--- src/rtl/cmp_sort_pkg.sv ---
// Shared types and helpers for the block sorter built around the 8-bit compare unit.
package cmp_sort_pkg;

  localparam int DATA_W = 8;

  typedef enum logic [1:0] {
    LOAD,
    SORT,
    DRAIN
  } sort_state_t;

  // Index width for an N-entry array; never below 1 bit.
  function automatic int clog2(input int n);
    int r;
    r = 1;
    for (int i = 1; i < 32; i++) begin
      if ((1 << i) < n) r = i + 1;
    end
    return r;
  endfunction

endpackage

--- src/rtl/compare.sv ---
// Team combinational magnitude comparator for unsigned 8-bit words.
module compare (
  input  logic [7:0] a,
  input  logic [7:0] b,
  output logic       GREATER,
  output logic       LESS
);

  assign GREATER = (a > b);
  assign LESS    = (a < b);

endmodule

--- src/rtl/cmp_sort_ctrl.sv ---
// Loads N words, bubble-sorts them ascending with one shared compare per clock,
// then streams them out; input and output handshakes never overlap.
module cmp_sort_ctrl
  import cmp_sort_pkg::*;
#(
  parameter int N = 8
) (
  input  logic              clk,
  input  logic              rst,
  input  logic              in_valid,
  output logic              in_ready,
  input  logic [DATA_W-1:0] in_data,
  output logic              out_valid,
  input  logic              out_ready,
  output logic [DATA_W-1:0] out_data,
  output logic              busy,
  output logic [15:0]       cmp_count
);

  localparam int IDX_W = clog2(N);
  localparam logic [IDX_W-1:0] IDX_ONE   = IDX_W'(1);
  localparam logic [IDX_W-1:0] IDX_LAST  = IDX_W'(N - 1);
  localparam logic [IDX_W-1:0] J_LAST    = IDX_W'(N - 2);
  localparam logic [IDX_W-1:0] PASS_LAST = IDX_W'(N - 2);

  generate
    if (N < 2 || N > 16) begin : g_bad_n
      $error("cmp_sort_ctrl: N must be in 2..16");
    end
  endgenerate

  sort_state_t       state, state_nxt;
  logic [IDX_W-1:0]  wr_idx, rd_idx, j, pass;
  logic [IDX_W-1:0]  j_p1;
  logic              swapped;
  logic [DATA_W-1:0] mem [N];

  logic [DATA_W-1:0] cmp_a, cmp_b;
  logic              cmp_gt;
  logic              cmp_less_unused;
  logic              mem_swap;
  logic              load_last, sort_exit, drain_last;

  // Shared comparator: operands are muxed from the adjacent pair at j.
  assign j_p1  = j + IDX_ONE;
  assign cmp_a = mem[j];
  assign cmp_b = mem[j_p1];

  compare u_cmp (
    .a       (cmp_a),
    .b       (cmp_b),
    .GREATER (cmp_gt),
    .LESS    (cmp_less_unused)
  );

  // Strictly-greater only, so equal words keep their order.
  assign mem_swap   = (state == SORT) && cmp_gt;
  assign load_last  = (state == LOAD) && in_valid && (wr_idx == IDX_LAST);
  assign sort_exit  = (j == J_LAST) && (!(swapped || cmp_gt) || (pass == PASS_LAST));
  assign drain_last = (state == DRAIN) && out_ready && (rd_idx == IDX_LAST);

  always_ff @(posedge clk) begin
    if (rst) state <= LOAD;
    else     state <= state_nxt;
  end

  // NOTE: every always_comb output gets a default first so no path can infer a latch.
  always_comb begin
    state_nxt = state;
    unique case (state)
      LOAD:    if (load_last) state_nxt = SORT;
      SORT:    if (sort_exit) state_nxt = DRAIN;
      DRAIN:   if (drain_last) state_nxt = LOAD;
      default: state_nxt = LOAD;
    endcase
  end

  // Handshake flags depend on registered state only.
  always_comb begin
    in_ready  = 1'b0;
    out_valid = 1'b0;
    busy      = 1'b0;
    unique case (state)
      LOAD:    in_ready  = 1'b1;
      SORT:    busy      = 1'b1;
      DRAIN:   out_valid = 1'b1;
      default: ;
    endcase
  end

  assign out_data = mem[rd_idx];

  always_ff @(posedge clk) begin
    if (rst) begin
      wr_idx    <= '0;
      rd_idx    <= '0;
      j         <= '0;
      pass      <= '0;
      swapped   <= 1'b0;
      cmp_count <= '0;
    end else begin
      unique case (state)
        LOAD: begin
          if (in_valid) begin
            wr_idx <= load_last ? '0 : wr_idx + IDX_ONE;
            if (load_last) begin
              cmp_count <= '0;
              pass      <= '0;
              j         <= '0;
              swapped   <= 1'b0;
            end
          end
        end
        SORT: begin
          cmp_count <= cmp_count + 16'd1;
          if (j == J_LAST) begin
            j       <= '0;
            pass    <= pass + IDX_ONE;
            swapped <= 1'b0;
          end else begin
            j       <= j_p1;
            swapped <= swapped | cmp_gt;
          end
        end
        DRAIN: begin
          if (out_ready) rd_idx <= drain_last ? '0 : rd_idx + IDX_ONE;
        end
        default: ;
      endcase
    end
  end

  // NOTE: the storage array has no reset; its contents only matter once a block
  // is loaded. Non-blocking writes let the two swap assignments read old values.
  always_ff @(posedge clk) begin
    if (state == LOAD && in_valid) begin
      mem[wr_idx] <= in_data;
    end else if (mem_swap) begin
      mem[j]    <= mem[j_p1];
      mem[j_p1] <= mem[j];
    end
  end

endmodule

--- config.mk ---
export PLATFORM = sky130hd
export DESIGN_NAME = cmp_sort_ctrl
export DESIGN_NICKNAME = d
export VERILOG_FILES = /design/src/rtl/cmp_sort_pkg.sv /design/src/rtl/compare.sv /design/src/rtl/cmp_sort_ctrl.sv
export SDC_FILE = /design/constraint.sdc
export NUM_CORES = 1
export LEC_CHECK = 0
export CORE_MARGIN = 2
export CORE_UTILIZATION = 30
export DETAILED_ROUTE_END_ITERATION = 6
export DONT_BUFFER_PORTS = 1
export MAX_ROUTING_LAYER = met4
export PLACE_DENSITY_LB_ADDON = 0.25
export REMOVE_ABC_BUFFERS = 1
export SLEW_MARGIN = 20
export SYNTH_ARGS = -nofsm -noshare
export SYNTH_HDL_FRONTEND = slang
export SYNTH_SLANG_ARGS = --single-unit
--- constraint.sdc ---
create_clock -name clk -period 12.3 [get_ports clk]
set_input_delay 1.23 -clock clk [delete_from_list [all_inputs] [get_ports clk]]
set_output_delay 1.23 -clock clk [all_outputs]
set_load 0.05 [all_outputs]
==> impl_metrics.ini, run 1 <==
[status]
outcome = complete, no violations

[clocking]
clockBufferDepth = 3
cts_hold_buf = 0
cts_sinks = 217
cts_tree = built
clk_pin_slew_ps = 60
insertion_delay_ps = 540
post_cts_resized = 0
cts_buffers = 26
cts_htree_levels = 1
post_cts_buffers = 0
root_buffer = clkbuf_16

[synth]
synthDistinctLibCells = 61
synth_seq_area_share_pct = 41.9
synth.area.top_cells = dfxtp_1 26%, edfxtp_1 16%, mux2i_1 8.8%
synth_fa_ha_area_share_pct = 1.58
yosys.area_share.simple_pct = 21.3
synth_mux_area_share_pct = 17.4
ys_seq_elements = 217
synthCells = 1195
synth_top_family_by_area = simple AND/OR/NAND/NOR gates
async_flop_share_pct = 0
synth_area_um2 = 11900
synth_compound_area_share_pct = 7.36
yosysTopAreaCellShare_pct = 25.7
yosysTopAreaCell = dfxtp_1
synth-xor-area-share_pct = 7.73
synth_edf_count = 64
post-synth-top-count-cell = nor2_1
synthTopCellsByCount = 155 x nor2_1, 153 x dfxtp_1, 105 x mux2i_1
ys_warn_count = 0
synth_area_per_cell_um2 = 9.96
synthFlopType = dfxtp_1

[sta]
clock.fmax_mhz = 168
post-route-min-period_ps = 5950
finalMaxSlewViolations = 0
finalCritPeriodShare_pct = 48.3
rsz0062_at_grt = no
tightest_slew_ps = 1050
max-slew-margin-rel_pct = 28.3
setup_viol = 0
tns_ps = 0
finalHoldViolations = 0
skew_ps = 13.0

[die]
ioPinCount = 39
initial_utilization_pct = 30.6
die_x_um = 203
dieArea_um2 = 41300
fp.dieH_um = 203
core_area_um2 = 38900
rows = 72

[final_layout]
fill_cells = 3995
regArea_um2 = 4980
multi_input_area_um2 = 6620
fin_nets = 1203
area_growth_syn_to_layout_pct = 11.3
n_antenna_cell = 0
drive_above_1_share_pct = 9.85

[detailed_routing]
drc = 0
wl_mm = 31.3
routed-via-count = 9157
drt_iter0_markers = 599
firstDrtPassIters = 5
ant_nets = 0
routedWlPerCell_um = 18.3
viasPerCell = 5.37

[grt]
overflow = 0
grt_max_degree = 81
antenna_found_initial = 0
grt_pass1_vias = 8683
track_usage_pct = 15.6
grt_pass1_wl_mm = 50.3

[worst_setup_path]
timing.rr.start = j[0]
r2r_cells = 13
start_kind = flop
cp.arrival_ps = 6110
path_class = flop to flop
endpoint = mem[6][0]
r2r_slack_ps = 6350
reg2reg_to = mem[6][0]
cp-end-kind = flop
critPathMaxFanout = 38
worst-endpoint-required_ps = 12470
startpoint = j[0]

[run]
maxCapViolations = 0

[placement]
io_buffers = 0
dp.final_hpwl_mm = 21.3
gp_congestion = 0.902

[power]
ir_drop_v = 0.0000784
total_power_w = 0.00154
p_leak_nw = 4.42
p_per_area_nw_per_um2 = 116

[min_path]
worstHoldPathType = flop to flop
## where the power goes
part	internal [W]	total, W	switching (W)
sequential	0.000741	0.000746	0.00000461
clock	0.000429	0.000732	0.000304
combinational	0.0000195	0.0000622	0.0000426
total	0.00119	0.00154	0.000351
## cell type report
type	count	share of cell area (%)
Timing Repair Buffer	18	1.02
Tap cell	518	4.89
Clock inverter	10	0.831
Inverter	19	0.538
Clock buffer	30	5.10
Sequential cell	217	37.6
Multi-Input combinational cell	894	50.0
## per-stage QoR
stage	utilization (%)	hold WS [ps]	cell area (µm²)	cells	worst slack, ps
floorplan	-	430	11600	1130	5190
global placement	32.0	448	12500	1666	6640
detailed placement	32.0	459	12500	1666	6480
CTS	34.0	469	13200	1706	6470
global route	34.0	501	13200	1706	6140
finish	34.0	466	13200	1706	6350
## how the worst min path moves through the flow
stage | end | cells after the start | slack [ps] | startpoint
after floorplan | swapped | 2 | 430 | swapped
after CTS | swapped | 2 | 470 | swapped
after global placement | swapped | 2 | 450 | swapped
final | swapped | 2 | 470 | swapped
after detailed placement | swapped | 2 | 460 | swapped
after global routing | pass[31] | 2 | 500 | pass[31]
## worst max-delay path, cell delays in order, from the launching register on
cell	delay [ps]
dfxtp_1	970
ha_1	500
xor2_4	160
buf_4	500
mux2i_1	170
mux4_2	510
ha_1	320
nor2b_1	130
o211ai_1	90
a21o_1	270
a211oi_1	290
buf_4	240
and3_1	670
a311o_1	680
## layer usage
layer  vias up  wire length, µm  track usage (%)
met5         -                0                -
met4         0              761             4.12
met3        48             1890             2.97
met2       205            13700             23.2
met1      4481            14900             21.8
li1       4423                -                -
## cells by family (layout without fill, tap and decap cells)
group / after synthesis / in the layout
muxes: 155 / 155
and+or+nand+nor: 484 / 484
xor gates and xnor gates: 105 / 105
adders and majority gates: 15 / 15
buffers and inverters: 84 / 77
AOI/OAI and AO/OA: 135 / 135
DFF: 217 / 217
## state kept, by name (all words and copies together), names as in the netlist, named ones only
name and cells:
swapped 1, rd_idx 32, state 2, wr_idx 32, cmp_count 16, j 32, pass 32, mem 64
## placed cells by master (no fill, tap or decap), drive strengths merged, types with 37 or more instances in the layout
master and instances:
nor4 37, nand4 58, nand3 51, dfxtp 153, mux4 40, edfxtp 64
nor2 155, a21oi 46, xor2 89, nand2 57, mux2i 105
Note: power is estimated with default switching activity, not from simulation.
==> inputs of run 2 (changes only) <==
==> constraint.sdc (replaced) <==
create_clock -name clk -period 5.1 [get_ports clk]
set_input_delay 0.51 -clock clk [delete_from_list [all_inputs] [get_ports clk]]
set_output_delay 0.51 -clock clk [all_outputs]
set_load 0.05 [all_outputs]
==> run 2 against run 1 <==
  * Register-to-register slack got worse by 5900 ps
  * Via count barely moved
  * Clock power rose to 2.7 times the previous value
  * First-iteration DRC count rose by 11%
  * Global-route usage fell by 0.18 points
  * Non-clock buffer count rose by 24
  * Die area did not move
  * Worst setup slack got worse by 5900 ps
  * Maximum frequency rose by 29%
  * Final cell count rose by 2.0%
  * Critical endpoint is now mem[6][5]
  * Largest cell class unchanged
==> impl_metrics.ini, run 2 (synthesized netlist as in run 1, its figures left out) <==
[status]
outcome = complete, no violations

[min_path]
worstHoldPathType = input pin to flop
min_path_cells = 1
hold_end = wr_idx[1]
min_from = rst

[worst_setup_path]
reg2reg_to = mem[6][5]
critPathMaxFanout = 12
r2r_cells = 13
start_kind = flop
cp.arrival_ps = 4780
timing.rr.start = j[1]
r2r_slack_ps = 490
cp-end-kind = flop
path_class = flop to flop
worst-endpoint-required_ps = 5270

[sta]
skew_ps = 30.0
rsz0062_at_grt = no
hold_slack_ps = 23.6
post-route-min-period_ps = 4610
layout_setup_ws_ps = 491
finalCritPeriodShare_pct = 90.4
tightest_slew_ps = 1020
max-slew-margin-rel_pct = 31.9
finalMaxSlewViolations = 0
clock.fmax_mhz = 217
finalHoldViolations = 0
setup_viol = 0

[final_layout]
n_antenna_cell = 0
mostFrequentLayoutCell = nor2_1
top_register = mem
multi_input_area_um2 = 6630
regArea_um2 = 4980
fill_cells = 3986
drive_above_1_share_pct = 12.2
fin_nets = 1228
largest_register_ffs = 64
fin_util_pct = 34.9
final_cell_mix = 154 x nor2_1, 153 x dfxtp_1, 105 x mux2i_1
area_growth_syn_to_layout_pct = 14.1

[die]
dieArea_um2 = 41300
rows = 72
fp.dieH_um = 203
core_area_um2 = 38900
ioPinCount = 39
initial_utilization_pct = 30.6
die_x_um = 203

[detailed_routing]
drc = 0
firstDrtPassIters = 5
drt_iter0_markers = 666
wl_mm = 30.9
routedWlPerCell_um = 17.8
viasPerCell = 5.27
routed-via-count = 9164
ant_nets = 0

[placement]
dp.final_hpwl_mm = 20.6
gp_congestion = 0.834
io_buffers = 0
preCtsSetupSlack_ps = 530

[grt]
grt_pass1_wl_mm = 49.9
track_usage_pct = 15.5
grt_pass1_vias = 8827
overflow = 0
grt_max_degree = 56
antenna_found_initial = 0

[clocking]
root_buffer = clkbuf_16
insertion_delay_ps = 560
clk_pin_slew_ps = 60
cts_hold_buf = 2
post_cts_buffers = 0
cts_sinks = 217
post_cts_resized = 0
cts_tree = built
cts_htree_levels = 1
cts_buffers = 27
clockBufferDepth = 3

[power]
p_leak_nw = 4.61
p_per_area_nw_per_um2 = 288
ir_drop_v = 0.000269
total_power_w = 0.00391

[run]
maxCapViolations = 0
==> run 2: final cells by class <==
type / instances / area share (%)
clock buffers: 36 / 5.45
clock inverters: 14 / 1.24
inverters: 19 / 0.526
multi-input cells: 894 / 48.8
flip-flops and latches: 217 / 36.7
well taps: 518 / 4.78
repair buffers: 42 / 2.45
==> run 2: per-layer routing <==
layer  up-vias  part of all wire [%]  global-route usage, %
met5         -                     0                      -
met4         0                   2.5                   4.38
met3        52                   4.7                   2.33
met2       177                    46                   24.0
met1      4446                    47                   21.0
li1       4489                     -                      -
==> run 2: power breakdown <==
part,internal (W),switching [W]
logic,0.0000549,0.000101
clock network,0.00118,0.000777
registers,0.00179,0.0000107
total,0.00302,0.000888
==> run 2: worst max-delay path, cell delays in order (launching register included) <==
cell and delay (ps):
dfxtp_1 460, ha_1 410, xor2_4 410, buf_4 270
mux2i_1 110, mux4_2 500, ha_1 310, nor2b_1 130
o211ai_1 90, a21o_1 270, a211oi_1 270, buf_4 220
and3_1 190, a311o_1 580
==> run 2: how the worst max path moves through the flow <==
stage               start        end  slack, ps  cells after the start
floorplan            j[0]  mem[2][0]      -1810                     11
global placement     j[0]  mem[2][3]        620                     12
detailed placement   j[1]  mem[0][3]        530                     12
CTS                  j[1]  mem[4][0]        490                     13
global route         j[1]  mem[6][3]        160                     12
finish               j[1]  mem[6][5]        490                     13
==> run 2: stage by stage <==
stage	instances	cell area (µm²)	TNS, ps
finish	1740	13600	0
floorplan	1130	11600	-266000
global route	1740	13600	0
detailed placement	1688	12600	0
global placement	1688	12600	0
CTS	1740	13600	0
==> inputs of run 3 (changes only) <==
--- a/config.mk
+++ b/config.mk
@@ -5,7 +5,6 @@
 export SDC_FILE = /design/constraint.sdc
 export NUM_CORES = 1
 export LEC_CHECK = 0
-export CORE_MARGIN = 2
 export CORE_UTILIZATION = 30
 export DETAILED_ROUTE_END_ITERATION = 6
 export DONT_BUFFER_PORTS = 1
@@ -15,4 +14,5 @@
 export SLEW_MARGIN = 20
 export SYNTH_ARGS = -nofsm -noshare
 export SYNTH_HDL_FRONTEND = slang
+export SYNTH_HIERARCHICAL = 1
 export SYNTH_SLANG_ARGS = --single-unit
==> run 3 against run 2 <==
  * Combinational power is 8% higher
  * Largest power group unchanged
  * Critical path type unchanged
  * Non-clock buffer count rose by 6
  * Register-to-register slack better by 270 ps
  * Highest routed layer unchanged
==> impl_metrics.ini, run 3 <==
[clocking]
post_cts_resized = 0
insertion_delay_ps = 550
cts_buffers = 28
cts_htree_levels = 1
clockBufferDepth = 3
post_cts_buffers = 0
cts_hold_buf = 0
cts_sinks = 217
cts_tree = built
root_buffer = clkbuf_16
clk_pin_slew_ps = 60

[final_layout]
top_register = mem
fin_nets = 1280
drive_above_1_share_pct = 12.8
mostFrequentLayoutCell = dfxtp_1
n_antenna_cell = 0
largest_register_ffs = 64
stdcell_count = 1793
final_cell_mix = 153 x dfxtp_1, 141 x nor2_1, 134 x nand2_1
area_growth_syn_to_layout_pct = 14.5

[placement]
dp.final_hpwl_mm = 22.6
dp.cells = 1741
gp_congestion = 0.868
io_buffers = 0

[synth]
ys_warn_count = 6
synthCells = 1239
synth_area_per_cell_um2 = 9.46
synth_area_um2 = 11700

[power]
p_leak_nw = 4.61
p_per_area_nw_per_um2 = 290
ir_drop_v = 0.000230
total_power_w = 0.00389

[grt]
grtUsageMet1_pct = 22.7
grt_pass1_vias = 9184
track_usage_pct = 17.2
antenna_found_initial = 0
grt_use_met3_pct = 2.68
grt_pass1_wl_mm = 52.1
grt_max_degree = 43
met2_usage_pct = 27.0
overflow = 0
top_usage_layer = met2

[worst_setup_path]
r2r_slack_ps = 760
path_class = flop to flop
r2r_cells = 11
start_kind = flop
cp-end-kind = flop
critPathMaxFanout = 8
worst-endpoint-required_ps = 5270
cp.arrival_ps = 4510
reg2reg_to = mem[7][0]

[sta]
max-slew-margin-rel_pct = 31.2
post-route-min-period_ps = 4340
finalCritPeriodShare_pct = 85.0
skew_ps = 13.4
clock.fmax_mhz = 231
tightest_slew_ps = 1030
setup_viol = 0
finalMaxSlewViolations = 0
rsz0062_at_grt = no
finalHoldViolations = 0

[die]
dieArea_um2 = 39900
rows = 72
core_area_um2 = 38600
ioPinCount = 39
fp.dieH_um = 200
initial_utilization_pct = 30.4
die_x_um = 200

[detailed_routing]
drc = 0
firstDrtPassIters = 5
ant_nets = 0
routed-via-count = 9489
wl_mm = 32.5
drt_iter0_markers = 729
routedWlPerCell_um = 18.2
viasPerCell = 5.29

[min_path]
worstHoldPathType = input pin to flop
min_from = rst
min_path_cells = 1
hold_end = pass[0]

[run]
maxCapViolations = 0

[status]
outcome = complete, no violations
## run 3: how the worst max path moves through the flow
stage | end | slack, ps
final | mem[7][0] | 760
after global routing | mem[7][1] | 420
after CTS | mem[7][1] | 730
after detailed placement | mem[7][4] | 790
after global placement | mem[7][6] | 830
after floorplan | mem[2][0] | -330
## run 3: layer usage
layer	up-vias	routed length (µm)
li1	4622	-
met1	4593	15100
met2	226	14900
met3	48	1750
met4	0	786
met5	-	0
## run 3: report_power, final
part | internal (W) | switching [W] | total, W | leakage [nW]
sequential | 0.00179 | 0.0000118 | 0.00180 | 1.81
clock | 0.00114 | 0.000784 | 0.00192 | 0.424
combinational | 0.0000591 | 0.000109 | 0.000168 | 2.37
total | 0.00298 | 0.000905 | 0.00389 | 4.61
## run 3: critical path, cell delays in order, from the launching register on
cell and delay, ps:
dfxtp_1 610, buf_4 260, mux4_2 290, mux2i_1 370
inv_1 230, ha_1 370, nand4_1 100, nor2_1 40
o21ba_1 330, and2_1 310, a22oi_1 190, o21bai_1 830
## run 3: layout make-up
type	count	area (µm²)
Clock buffer	34	744
Tap cell	518	648
Inverter	38	143
Fill cell	4001	25100
Timing Repair Buffer	48	373
Clock inverter	18	149
Multi-Input combinational cell	920	6380
Sequential cell	217	4980
## run 3: metrics by stage
step / TNS [ps] / utilization, % / hold WS (ps) / setup WS [ps] / instance area, µm²
floorplan: -9730 / - / 447 / -332 / 11500
global placement: 0 / 32.5 / 466 / 826 / 12500
detailed placement: 0 / 32.5 / 476 / 789 / 12500
CTS: 0 / 34.8 / 9.54 / 728 / 13400
global route: 0 / 34.8 / 13.2 / 420 / 13400
finish: 0 / 34.8 / 36.2 / 764 / 13400
